### src/rtl/irq_pending_server_if.sv
// Request/offer bus between the pending-capture stage and its producer/consumer.
// The master side drives request lines, mask and handshake; the slave side offers indices.
interface irq_pending_server_if #(
    parameter int unsigned N_LINES = 8,
    parameter int unsigned IDX_W   = 3,
    parameter int unsigned CNT_W   = 8
);
    logic [N_LINES-1:0] req_in;
    logic [N_LINES-1:0] mask;
    logic               idx_ready;
    logic               ovf_clr;
    logic [IDX_W-1:0]   idx_out;
    logic               idx_valid;
    logic [N_LINES-1:0] pending;
    logic [N_LINES-1:0] overflow;
    logic [CNT_W-1:0]   serve_cnt;

    modport master (
        output req_in, mask, idx_ready, ovf_clr,
        input  idx_out, idx_valid, pending, overflow, serve_cnt
    );

    modport slave (
        input  req_in, mask, idx_ready, ovf_clr,
        output idx_out, idx_valid, pending, overflow, serve_cnt
    );
endinterface

### src/rtl/irq_pending_server.sv
// Sticky request capture with per-line mask, lowest-index-first offer over valid/ready,
// per-line lost-event flags and a wrapping served-event counter.
module irq_pending_server #(
    parameter int unsigned N_LINES   = 8,
    parameter int unsigned IDX_W     = 3,
    parameter int unsigned CNT_W     = 8,
    parameter bit          EDGE_MODE = 1'b1
) (
    input  logic                 clk,
    input  logic                 rst,
    irq_pending_server_if.slave  bus_io
);

    typedef enum logic [0:0] {StIdle, StOffer} state_e;

    state_e             state_q, state_d;
    logic [N_LINES-1:0] req_q;
    logic [N_LINES-1:0] pending_q, pending_d;
    logic [N_LINES-1:0] overflow_q, overflow_d;
    logic [CNT_W-1:0]   serve_cnt_q, serve_cnt_d;
    logic [IDX_W-1:0]   idx_q, idx_d;

    logic [N_LINES-1:0] set_vec;
    logic [N_LINES-1:0] clr_vec;
    logic [N_LINES-1:0] eligible;
    logic [IDX_W-1:0]   lowest_idx;
    logic               accept;

    assign accept   = (state_q == StOffer) && bus_io.idx_ready;
    assign eligible = pending_q & ~bus_io.mask;
    assign set_vec  = EDGE_MODE ? (bus_io.req_in & ~req_q) : bus_io.req_in;

    always_comb begin
        clr_vec = '0;
        if (accept) begin
            clr_vec[idx_q] = 1'b1;
        end
    end

    // Scan from the top so the lowest set bit is the last assignment.
    always_comb begin
        lowest_idx = '0;
        for (int i = int'(N_LINES) - 1; i >= 0; i--) begin
            if (eligible[i]) begin
                lowest_idx = IDX_W'(i);
            end
        end
    end

    always_comb begin
        pending_d  = (pending_q & ~clr_vec) | set_vec;
        overflow_d = bus_io.ovf_clr ? '0 : overflow_q;
        if (EDGE_MODE) begin
            // A fresh overflow beats a same-cycle clear.
            overflow_d = overflow_d | (set_vec & pending_q & ~clr_vec);
        end
    end

    always_comb begin
        state_d     = state_q;
        idx_d       = idx_q;
        serve_cnt_d = serve_cnt_q;
        unique case (state_q)
            StIdle: begin
                if (eligible != '0) begin
                    idx_d   = lowest_idx;
                    state_d = StOffer;
                end
            end
            StOffer: begin
                if (bus_io.idx_ready) begin
                    serve_cnt_d = serve_cnt_q + 1'b1;
                    state_d     = StIdle;
                end
            end
            default: state_d = StIdle;
        endcase
    end

    always_ff @(posedge clk or posedge rst) begin
        if (rst) begin
            state_q     <= StIdle;
            req_q       <= '0;
            pending_q   <= '0;
            overflow_q  <= '0;
            serve_cnt_q <= '0;
            idx_q       <= '0;
        end else begin
            state_q     <= state_d;
            req_q       <= bus_io.req_in;
            pending_q   <= pending_d;
            overflow_q  <= overflow_d;
            serve_cnt_q <= serve_cnt_d;
            idx_q       <= idx_d;
        end
    end

    assign bus_io.idx_out   = idx_q;
    assign bus_io.idx_valid = (state_q == StOffer);
    assign bus_io.pending   = pending_q;
    assign bus_io.overflow  = overflow_q;
    assign bus_io.serve_cnt = serve_cnt_q;

endmodule

### src/flat_wrapper.sv
// flat-port wrapper written by rule: the top's interface ports become plain ports
module irq_pending_server_flat 
#(
    parameter int unsigned N_LINES   = 8,
    parameter int unsigned IDX_W     = 3,
    parameter int unsigned CNT_W     = 8,
    parameter bit          EDGE_MODE = 1'b1
)
  (clk, rst, bus_io_req_in, bus_io_mask, bus_io_idx_ready, bus_io_ovf_clr, bus_io_idx_out, bus_io_idx_valid, bus_io_pending, bus_io_overflow, bus_io_serve_cnt);
  irq_pending_server_if #(.N_LINES(N_LINES), .IDX_W(IDX_W), .CNT_W(CNT_W)) bus_io_i ();
  input  logic clk;
  input  logic rst;
  input wire logic [$bits(bus_io_i.req_in)-1:0] bus_io_req_in;
  input wire logic [$bits(bus_io_i.mask)-1:0] bus_io_mask;
  input wire logic [$bits(bus_io_i.idx_ready)-1:0] bus_io_idx_ready;
  input wire logic [$bits(bus_io_i.ovf_clr)-1:0] bus_io_ovf_clr;
  output wire logic [$bits(bus_io_i.idx_out)-1:0] bus_io_idx_out;
  output wire logic [$bits(bus_io_i.idx_valid)-1:0] bus_io_idx_valid;
  output wire logic [$bits(bus_io_i.pending)-1:0] bus_io_pending;
  output wire logic [$bits(bus_io_i.overflow)-1:0] bus_io_overflow;
  output wire logic [$bits(bus_io_i.serve_cnt)-1:0] bus_io_serve_cnt;
  assign bus_io_i.req_in = bus_io_req_in;
  assign bus_io_i.mask = bus_io_mask;
  assign bus_io_i.idx_ready = bus_io_idx_ready;
  assign bus_io_i.ovf_clr = bus_io_ovf_clr;
  assign bus_io_idx_out = bus_io_i.idx_out;
  assign bus_io_idx_valid = bus_io_i.idx_valid;
  assign bus_io_pending = bus_io_i.pending;
  assign bus_io_overflow = bus_io_i.overflow;
  assign bus_io_serve_cnt = bus_io_i.serve_cnt;
  irq_pending_server #(.N_LINES(N_LINES), .IDX_W(IDX_W), .CNT_W(CNT_W), .EDGE_MODE(EDGE_MODE)) u_core (.clk(clk), .rst(rst), .bus_io(bus_io_i));
endmodule
### config.mk
export PLATFORM = sky130hd
export DESIGN_NAME = irq_pending_server_flat
export DESIGN_NICKNAME = d
export VERILOG_FILES = /design/src/rtl/irq_pending_server_if.sv /design/src/rtl/irq_pending_server.sv /design/src/flat_wrapper.sv
export SDC_FILE = /design/constraint.sdc
export NUM_CORES = 1
export LEC_CHECK = 0
export CORE_UTILIZATION = 34
export DETAILED_ROUTE_END_ITERATION = 8
export PLACE_DENSITY = 0.68
export SLEW_MARGIN = 0
export SYNTH_ARGS = -nofsm -noshare
export SYNTH_HDL_FRONTEND = slang
export SYNTH_SLANG_ARGS = --single-unit
### constraint.sdc
create_clock -name clk -period 3.3 [get_ports clk]
set_input_delay 0.99 -clock clk [delete_from_list [all_inputs] [get_ports clk]]
set_output_delay 0.99 -clock clk [all_outputs]
set_load 0.05 [all_outputs]
==> metrics.cfg, run 1 <==
[status]
status = completed

[worst_setup_path]
slowest_stage = clkdlybuf4s50_1
crit_type = flip-flop to output pin
ff2ff_setup_slack_ns = 1.80
cp-startpoint = u_core.bus_io.idx_valid
timing.critical_path.buf_inv = 1
crit_path_end = bus_io_idx_valid
worstPathArrival_ns = 1.65
startpoint_type = flip-flop
ff2ff_path_depth = 4
cp_top_family = buffers and inverters
cp_cell_sequence = clkdlybuf4s50_1
cp_num_cells = 1
cp_max_fo = 9
end_kind = output pin
max_stage_delay_ns = 0.86
r2r_start = u_core.bus_io.pending[0]
worst_ep_required_time_ns = 2.31
r2r_end = u_core.bus_io.idx_out[0]

[timing]
clock_skew_ns = 0.004973
worst_slack_ns = 0.6586
finalSetupViolations = 0
finalCritPeriodShare_pct = 80.04
setup_tns_ns = 0
period_needed_ns = 2.641
tightest_slew_ns = 0.5125
rsz0062_at_grt = no
slew_headroom_pct = 65.73
slew_viol_final = 0
finalHoldViolations = 0
fmax_ghz = 0.3786

[die]
die_x_um = 68.51
core_mm2 = 0.004115
num_rows = 23
die_area_mm2 = 0.004694
floorplan.initialDensity_pct = 36.55
die_h_um = 68.51
io_pins = 48

[clocking]
htree_levels = 2
post_cts_buffers = 0
cts_tree = done
insertion_delay_ns = 0.29
clk_path_buf_depth = 2
cts_sinks = 36
root_buffer = clkbuf_8
cts_inserted_buffers = 5
clk_pin_slew_ns = 0.07
cts_resized = 0
holdBufCountCts = 0

[pwr]
swShare_pct = 46.16
p_switching_uw = 912.7
power.leakage_uw = 0.0009069
powerDensity_mw_per_mm2 = 935.6
combinationalPowerShare_pct = 50.1
p_seq_share_pct = 35.2
vdd_ir_drop_max_mv = 0.4768
clkPwrFrac_pct = 14.7
intPower_uw = 1065
finalPower_uw = 1977

[global_route]
grt_pass1_vias = 1210
grt_max_degree = 37
grt_usage_pct = 17.05
grt-ovfl-total = 0
grt_first_pass_wirelength_mm = 5.609
antenna_found_initial = 0

[route]
vias = 1149
drt_first_pass_iters = 4
totalWireLength_mm = 3.263
drt_iter0_drc = 23
drcViolationCount = 0
wl_per_cell_um = 13.71
viasPerCell = 4.828
ant_nets = 0

[place]
portBuffers = 47
gp_congestion = 0.8854
pre_cts_slack_ns = 0.7955
dp_hpwl_mm = 2.437

[yosys]
post-synth-top-count-cell = dfrtp_1
yosysTopAreaCell = dfrtp_1
ys_seq_elements = 36
syn_area_per_cell_um2 = 11.14
synth_cells = 135
synth_top_area_share_pct = 59.90
synth_seq_area_share_pct = 59.90
synth_common_cells = dfrtp_1, nand2_1, nand2b_1
yosysUniqueCellTypes = 31
async_flop_share_pct = 100.0
synth_nets = 156
synthFlopType = dfrtp_1
synth_edf_count = 0
ys.warnings.count = 0
netlist_area_mm2 = 0.001504
synth.area.top_cells = dfrtp_1, nand2b_1, nand2_1

[flow_run]
maxCapViolCount = 0

[layout]
n_antenna_cell = 0
nets = 209
syn_to_final_growth_pct = 40.52
drive_gt1_share_pct = 7.979
fill_cells = 375

[worst_hold_path]
hp-class = flip-flop to flip-flop

[kinds of logic (layout without fill, tap and decap cells)]
| group | after synthesis | after routing | share of synthesized area (%) |
|---|---|---|---|
| buffers and inverters | 13 | 66 | 3.327 |
| xor gates and xnor gates | 7 | 7 | 4.077 |
| DFF | 36 | 36 | 59.90 |
| and+or+nand+nor | 50 | 50 | 19.39 |
| muxes | 1 | 1 | 0.9980 |
| AOI/OAI and AO/OA | 27 | 27 | 11.48 |
| adders and majority gates | 1 | 1 | 0.8318 |
[routing by layer]
layer | routed length (um) | vias to the layer above | share of wire [%] | global-route usage [%]
li1 | - | 557 | - | -
met1 | 1468 | 544 | 45 | 20.93
met2 | 1514 | 40 | 46 | 26.35
met3 | 228 | 8 | 7.0 | 6.579
met4 | 52 | 0 | 1.6 | 7.813
met5 | 0 | - | 0 | 0
[through the flow]
stage / utilization (%) / cells / hold WS (ns) / cell area, um^2
floorplan: - / 135 / 0.4879 / 1504
global placement: 49.47 / 231 / 0.4616 / 2036
detailed placement: 49.47 / 231 / 0.4632 / 2036
CTS: 51.35 / 238 / 0.4748 / 2113
global route: 51.35 / 238 / 0.5037 / 2113
finish: 51.35 / 238 / 0.4697 / 2113
[cell type report]
type                    count  area, um^2  area share [%]
flip-flops and latches     36       900.9           42.63
multi-input cells          86       553.0           26.17
repair buffers             48       478.0           22.62
clock buffers               6       72.57           3.434
well taps                  50       62.56           2.960
inverters                  11       41.29           1.954
clock inverters             1       5.005          0.2368
[worst min-delay path by stage]
| stage | from | endpoint | slack, ns | cells after the start |
|---|---|---|---|---|
| after floorplan | u_core.req_q[0] | u_core.bus_io.pending[0] | 0.49 | 2 |
| after global placement | u_core.bus_io.serve_cnt[7] | u_core.bus_io.serve_cnt[7] | 0.46 | 1 |
| after detailed placement | u_core.bus_io.serve_cnt[7] | u_core.bus_io.serve_cnt[7] | 0.46 | 1 |
| after CTS | u_core.bus_io.serve_cnt[7] | u_core.bus_io.serve_cnt[7] | 0.47 | 1 |
| after global routing | u_core.bus_io.serve_cnt[7] | u_core.bus_io.serve_cnt[7] | 0.50 | 1 |
| final | u_core.bus_io.serve_cnt[7] | u_core.bus_io.serve_cnt[7] | 0.47 | 1 |
[registers in the layout, indices dropped and copies added, names as in the netlist]
name and flops:
u_core.bus_io.idx_out 3, u_core.bus_io.idx_valid 1, u_core.bus_io.overflow 8, u_core.bus_io.pending 8, u_core.bus_io.serve_cnt 8, u_core.req_q 8
[power by group through the flow]
stage / registers [uW] / logic, uW / clock network, uW
5_1_grt: 717 / 1050 / 324
2_1_floorplan: 1080 / 276 / 0
3_5_place_dp: 703 / 993 / 0
6_report: 696 / 990 / 291
4_1_cts: 697 / 998 / 300
3_3_place_gp: 701 / 975 / 0
[cell usage in the layout (no fill, tap or decap), types with 4 or more instances in the layout]
master           netlist  final
xnor2_1                4      4
nand2b_1              13     13
nor2b_1                4      4
inv_1                 11     11
o22ai_1                9      9
clkbuf_8               0      5
clkdlybuf4s50_1        0     47
nand2_1               17     17
nor2_1                 5      5
dfrtp_1               36     36
o21ai_0                6      6
Note: power is estimated with default switching activity, not from simulation.
==> inputs of run 2 (changes only) <==
- PLACE_DENSITY: 0.68 -> 0.7
- clock period: 3.3 -> 2.3 ns (I/O delays scaled with it)
==> run 2 against run 1 <==
Critical path depth unchanged. Global-route usage decreased by 1.3 points. Wire length up 1.2%. Die area is the same. Largest power group unchanged.
==> metrics.cfg, run 2 (synthesized netlist as in run 1, its figures left out) <==
[status]
status = completed  ; unchanged

[global_route]
grt-ovfl-total = 0  ; unchanged
grt_first_pass_wirelength_mm = 5.347  ; was 5.609 mm
grt_usage_pct = 15.78  ; was 17.05%
grt_max_degree = 37  ; unchanged
antenna_found_initial = 0  ; unchanged
grt_pass1_vias = 1227  ; was 1210

[worst_setup_path]
r2r_end = u_core.bus_io.idx_out[0]  ; unchanged
crit_type = flip-flop to output pin  ; unchanged
cp_cell_sequence = clkdlybuf4s50_1  ; unchanged
slowest_stage = clkdlybuf4s50_1  ; unchanged
worst_ep_required_time_ns = 1.61  ; was 2.31 ns
end_kind = output pin  ; unchanged
worstPathArrival_ns = 1.53  ; was 1.65 ns
cp_max_fo = 4  ; was 9
r2r_start = u_core.bus_io.pending[1]  ; was u_core.bus_io.pending[0]
timing.critical_path.buf_inv = 1  ; unchanged
ff2ff_setup_slack_ns = 0.86  ; was 1.80 ns
cp_top_family = buffers and inverters  ; unchanged
max_stage_delay_ns = 0.84  ; was 0.86 ns
ff2ff_path_depth = 4  ; unchanged
startpoint_type = flip-flop  ; unchanged

[layout]
syn_to_final_growth_pct = 40.52  ; unchanged
fill_cells = 382  ; was 375
mostFrequentLayoutCells = clkdlybuf4s50_1, dfrtp_1, nand2_1  ; unchanged
stdcell_count = 239  ; was 238
sequential_cell_area_um2 = 900.9  ; unchanged
nets = 210  ; was 209
n_antenna_cell = 0  ; unchanged
mostFrequentLayoutCell = clkdlybuf4s50_1  ; unchanged
design_area_mm2 = 0.002113  ; unchanged
multi_input_area_um2 = 553.0  ; unchanged
drive_gt1_share_pct = 10.05  ; was 7.979%

[clocking]
insertion_delay_ns = 0.28  ; was 0.29 ns
cts_tree = done  ; unchanged
htree_levels = 2  ; unchanged
clk_path_buf_depth = 2  ; unchanged
cts_sinks = 36  ; unchanged
cts_inserted_buffers = 5  ; unchanged
cts_resized = 0  ; unchanged
clk_pin_slew_ns = 0.07  ; about the same
holdBufCountCts = 0  ; unchanged
post_cts_buffers = 0  ; unchanged
root_buffer = clkbuf_8  ; unchanged

[timing]
fmax_ghz = 0.4506
finalCritPeriodShare_pct = 96.50
rsz0062_at_grt = no  ; unchanged
slew_viol_final = 0  ; unchanged
clock_skew_ns = 0.006428  ; was 0.004973 ns
slew_headroom_pct = 65.72  ; was 65.73%
tightest_slew_ns = 0.5126  ; was 0.5125 ns
worst_slack_ns = 0.08058  ; was 0.6586 ns
period_needed_ns = 2.219
finalSetupViolations = 0  ; unchanged
setup_tns_ns = 0  ; unchanged
finalHoldViolations = 0  ; unchanged

[die]
floorplan.initialDensity_pct = 36.55  ; unchanged
die_x_um = 68.51  ; unchanged
die_h_um = 68.51  ; unchanged
core_mm2 = 0.004115  ; unchanged
die_area_mm2 = 0.004694  ; unchanged
io_pins = 48  ; unchanged
num_rows = 23  ; unchanged

[route]
totalWireLength_mm = 3.302  ; was 3.263 mm
vias = 1167  ; was 1149
drt_iter0_drc = 64  ; was 23
wl_per_cell_um = 13.82  ; was 13.71 um
viasPerCell = 4.883  ; was 4.828
drcViolationCount = 0  ; unchanged
drt_first_pass_iters = 4  ; unchanged
ant_nets = 0  ; unchanged

[pwr]
power.leakage_uw = 0.0009147  ; was 0.0009069 uW
vdd_ir_drop_max_mv = 0.6894  ; was 0.4768 mV
powerDensity_mw_per_mm2 = 1335  ; was 935.6 mW/mm^2

[place]
gp_congestion = 0.8230  ; was 0.8854
dp.cells = 232  ; was 231
pre_cts_slack_ns = 0.1390  ; was 0.7955 ns
dp_hpwl_mm = 2.500  ; was 2.437 mm
placed_area_mm2 = 0.002036  ; unchanged
portBuffers = 47  ; unchanged

[worst_hold_path]
holdCritStartpoint = u_core.bus_io.serve_cnt[7]  ; unchanged
holdPathStages = 1  ; unchanged
whs_endpoint = u_core.bus_io.serve_cnt[7]  ; unchanged
hp-class = flip-flop to flip-flop  ; unchanged

[flow_run]
maxCapViolCount = 0  ; unchanged

-- run 2: changes by cell type in the layout (fill, tap and decap cells not counted) --
cell             delta
buf_4               +4
clkdlybuf4s50_1     -3
-- run 2: worst max path at each step --
stage / from / end / slack [ns] / depth (start not counted)
after floorplan: u_core.bus_io.pending[0] / u_core.bus_io.idx_out[0] / 0.64 / 4
after global placement: bus_io_mask[3] / u_core.bus_io.idx_out[0] / 0.17 / 5
after detailed placement: bus_io_mask[3] / u_core.bus_io.idx_out[0] / 0.14 / 5
after CTS: u_core.bus_io.pending[4] / bus_io_pending[4] / 0.07 / 1
after global routing: u_core.bus_io.serve_cnt[0] / bus_io_serve_cnt[0] / 0.01 / 1
final: u_core.bus_io.pending[4] / bus_io_pending[4] / 0.08 / 1
-- run 2: area by class of cell --
class                   instances  area share, %
flip-flops and latches         36          42.63
multi-input cells              86          26.17
repair buffers                 49          22.62
clock buffers                   6          3.434
clock inverters                 1         0.2368
well taps                      50          2.960
inverters                      11          1.954
-- run 2: layer usage --
metal	vias up	global-route usage, %	routed length, um
li1	554	-	-
met1	569	18.43	1415
met2	40	27.33	1628
met3	4	4.605	229
met4	0	5.729	29
met5	-	0	0
-- run 2: metrics by stage --
stage / power (uW) / hold WS (ns) / util, %
3_3_place_gp: 2404 / 0.4602 / 49.47
3_5_place_dp: 2439 / 0.4702 / 49.47
6_report: 2822 / 0.4816 / 51.35
2_1_floorplan: 1939 / 0.4879 / -
5_1_grt: 2987 / 0.4917 / 51.35
4_1_cts: 2852 / 0.4795 / 51.35
-- run 2: worst register-to-register path, stage by stage, from the launching register on --
cell and delay [ns]:
dfrtp_1 0.37, nor2b_1 0.26, nor2_1 0.10, a31oi_1 0.27, mux2_4 0.32
-- run 2: power by group --
part,total [uW],internal (uW),switching (uW)
Clock,398,205,193
Sequential,1000,809,196
Combinational,1420,509,910
Total,2820,1520,1300
==> inputs of run 3 (changes only) <==
- PLACE_DENSITY: 0.7 -> 0.68
- clock period: 2.3 -> 2.6 ns (I/O delays scaled with it)
==> run 3 against run 2 <==
Utilization unchanged. Worst setup slack better by 0.082 ns. Global-route usage increased by 1.0 points. Highest routed layer unchanged.
==> metrics.cfg, run 3 (synthesized netlist as in run 1, its figures left out) <==
[status]
status = completed  ; unchanged

[clocking]
clk_pin_slew_ns = 0.07  ; about the same
insertion_delay_ns = 0.29  ; was 0.28 ns
cts_resized = 0  ; unchanged
holdBufCountCts = 0  ; unchanged
clk_path_buf_depth = 2  ; unchanged
cts_tree = done  ; unchanged
cts_inserted_buffers = 5  ; unchanged
cts_sinks = 36  ; unchanged
root_buffer = clkbuf_8  ; unchanged
htree_levels = 2  ; unchanged
post_cts_buffers = 0  ; unchanged

[pwr]
power.leakage_uw = 0.0009069  ; was 0.0009147 uW
powerDensity_mw_per_mm2 = 1187  ; was 1335 mW/mm^2
vdd_ir_drop_max_mv = 0.6264  ; was 0.6894 mV

[layout]
syn_to_final_growth_pct = 40.52  ; unchanged
mostFrequentLayoutCells = clkdlybuf4s50_1, dfrtp_1, nand2_1  ; unchanged
mostFrequentLayoutCell = clkdlybuf4s50_1  ; unchanged
n_antenna_cell = 0  ; unchanged
nets = 209  ; was 210
drive_gt1_share_pct = 7.979  ; was 10.05%

[timing]
slew_viol_final = 0  ; unchanged
setup_tns_ns = 0  ; unchanged
fmax_ghz = 0.4102
finalHoldViolations = 0  ; unchanged
period_needed_ns = 2.438
whs_ns = 0.4703  ; was 0.4816 ns
finalSetupViolations = 0  ; unchanged
rsz0062_at_grt = no  ; unchanged
finalCritPeriodShare_pct = 93.76
clock_skew_ns = 0.003122  ; was 0.006428 ns
slew_headroom_pct = 65.84  ; was 65.72%
tightest_slew_ns = 0.5108  ; was 0.5126 ns

[worst_setup_path]
worstPathArrival_ns = 1.66  ; was 1.53 ns
end_kind = output pin  ; unchanged
startpoint_type = flip-flop  ; unchanged
slowest_stage = clkdlybuf4s50_1  ; unchanged
cp_cell_sequence = clkdlybuf4s50_1  ; unchanged
worst_ep_required_time_ns = 1.82  ; was 1.61 ns
timing.critical_path.buf_inv = 1  ; unchanged
max_stage_delay_ns = 0.86  ; was 0.84 ns
cp_max_fo = 9  ; was 4
crit_type = flip-flop to output pin  ; unchanged
cp_top_family = buffers and inverters  ; unchanged

[die]
io_pins = 48  ; unchanged
floorplan.initialDensity_pct = 36.55  ; unchanged
die_area_mm2 = 0.004694  ; unchanged
core_mm2 = 0.004115  ; unchanged
die_x_um = 68.51  ; unchanged
die_h_um = 68.51  ; unchanged
num_rows = 23  ; unchanged

[route]
drt_first_pass_iters = 4  ; unchanged
totalWireLength_mm = 3.268  ; was 3.302 mm
drcViolationCount = 0  ; unchanged
vias = 1171  ; was 1167
ant_nets = 0  ; unchanged
drt_iter0_drc = 20  ; was 64
viasPerCell = 4.920  ; was 4.883
wl_per_cell_um = 13.73  ; was 13.82 um

[worst_hold_path]
hp-class = flip-flop to flip-flop  ; unchanged

[flow_run]
maxCapViolCount = 0  ; unchanged

[global_route]
grt_max_degree = 37  ; unchanged
antenna_found_initial = 0  ; unchanged
grt_usage_pct = 16.80  ; was 15.78%
grt_pass1_vias = 1223  ; was 1227
grt_first_pass_wirelength_mm = 5.554  ; was 5.347 mm
grt-ovfl-total = 0  ; unchanged

[place]
dp_hpwl_mm = 2.431  ; was 2.500 mm
portBuffers = 47  ; unchanged
gp_congestion = 0.8855  ; was 0.8230

run 3: cell types whose count changed in the layout (fill, tap and decap cells not counted), sizes merged:
| cell | before | now |
|---|---|---|
| buf | 5 | 1 |
| clkdlybuf4s50 | 44 | 47 |
run 3: power by group:
group          total, uW  switching (uW)  internal, uW
registers            886             171           715
logic               1260             801           454
clock network        367             185           182
total               2510            1160          1350
run 3: path summary, 6_finish.rpt:
path                                               to                        from  slack, ns  depth (start not counted)
setup reg to reg             u_core.bus_io.idx_out[0]    u_core.bus_io.pending[0]       1.09                          4
hold / removal             u_core.bus_io.serve_cnt[7]  u_core.bus_io.serve_cnt[7]       0.47                          1
hold reg to reg            u_core.bus_io.serve_cnt[7]  u_core.bus_io.serve_cnt[7]       0.47                          1
min in group asynchronous  u_core.bus_io.serve_cnt[2]                         rst       0.89                          3
max in group asynchronous             u_core.req_q[6]                         rst       1.39                          3
setup / recovery                     bus_io_idx_valid     u_core.bus_io.idx_valid       0.16                          1
run 3: area by class of cell:
type | instances | area, um^2
Clock buffer | 6 | 72.57
Clock inverter | 1 | 5.005
Fill cell | 377 | 2002
Inverter | 11 | 41.29
Multi-Input combinational cell | 86 | 553.0
Sequential cell | 36 | 900.9
Tap cell | 50 | 62.56
Timing Repair Buffer | 48 | 478.0
run 3: stage by stage:
| step | util (%) | std cells | instance area [um^2] | setup slack, ns | power [uW] |
|---|---|---|---|---|---|
| CTS | 51.35 | 238 | 2113 | 0.1604 | 2532 |
| floorplan | - | 135 | 1504 | 0.8670 | 1715 |
| detailed placement | 49.47 | 231 | 2036 | 0.3138 | 2153 |
| finish | 51.35 | 238 | 2113 | 0.1623 | 2509 |
| global placement | 49.47 | 231 | 2036 | 0.3519 | 2127 |
| global route | 51.35 | 238 | 2113 | 0.1247 | 2653 |
run 3: metal layers:
metal | routed length, um | track usage (%) | up-vias | share of wire (%)
met2 | 1531 | 26.59 | 38 | 47
met1 | 1478 | 20.17 | 568 | 45
met5 | 0 | 0 | - | 0
li1 | - | - | 558 | -
met4 | 52 | 7.813 | 0 | 1.6
met3 | 206 | 6.250 | 7 | 6.3
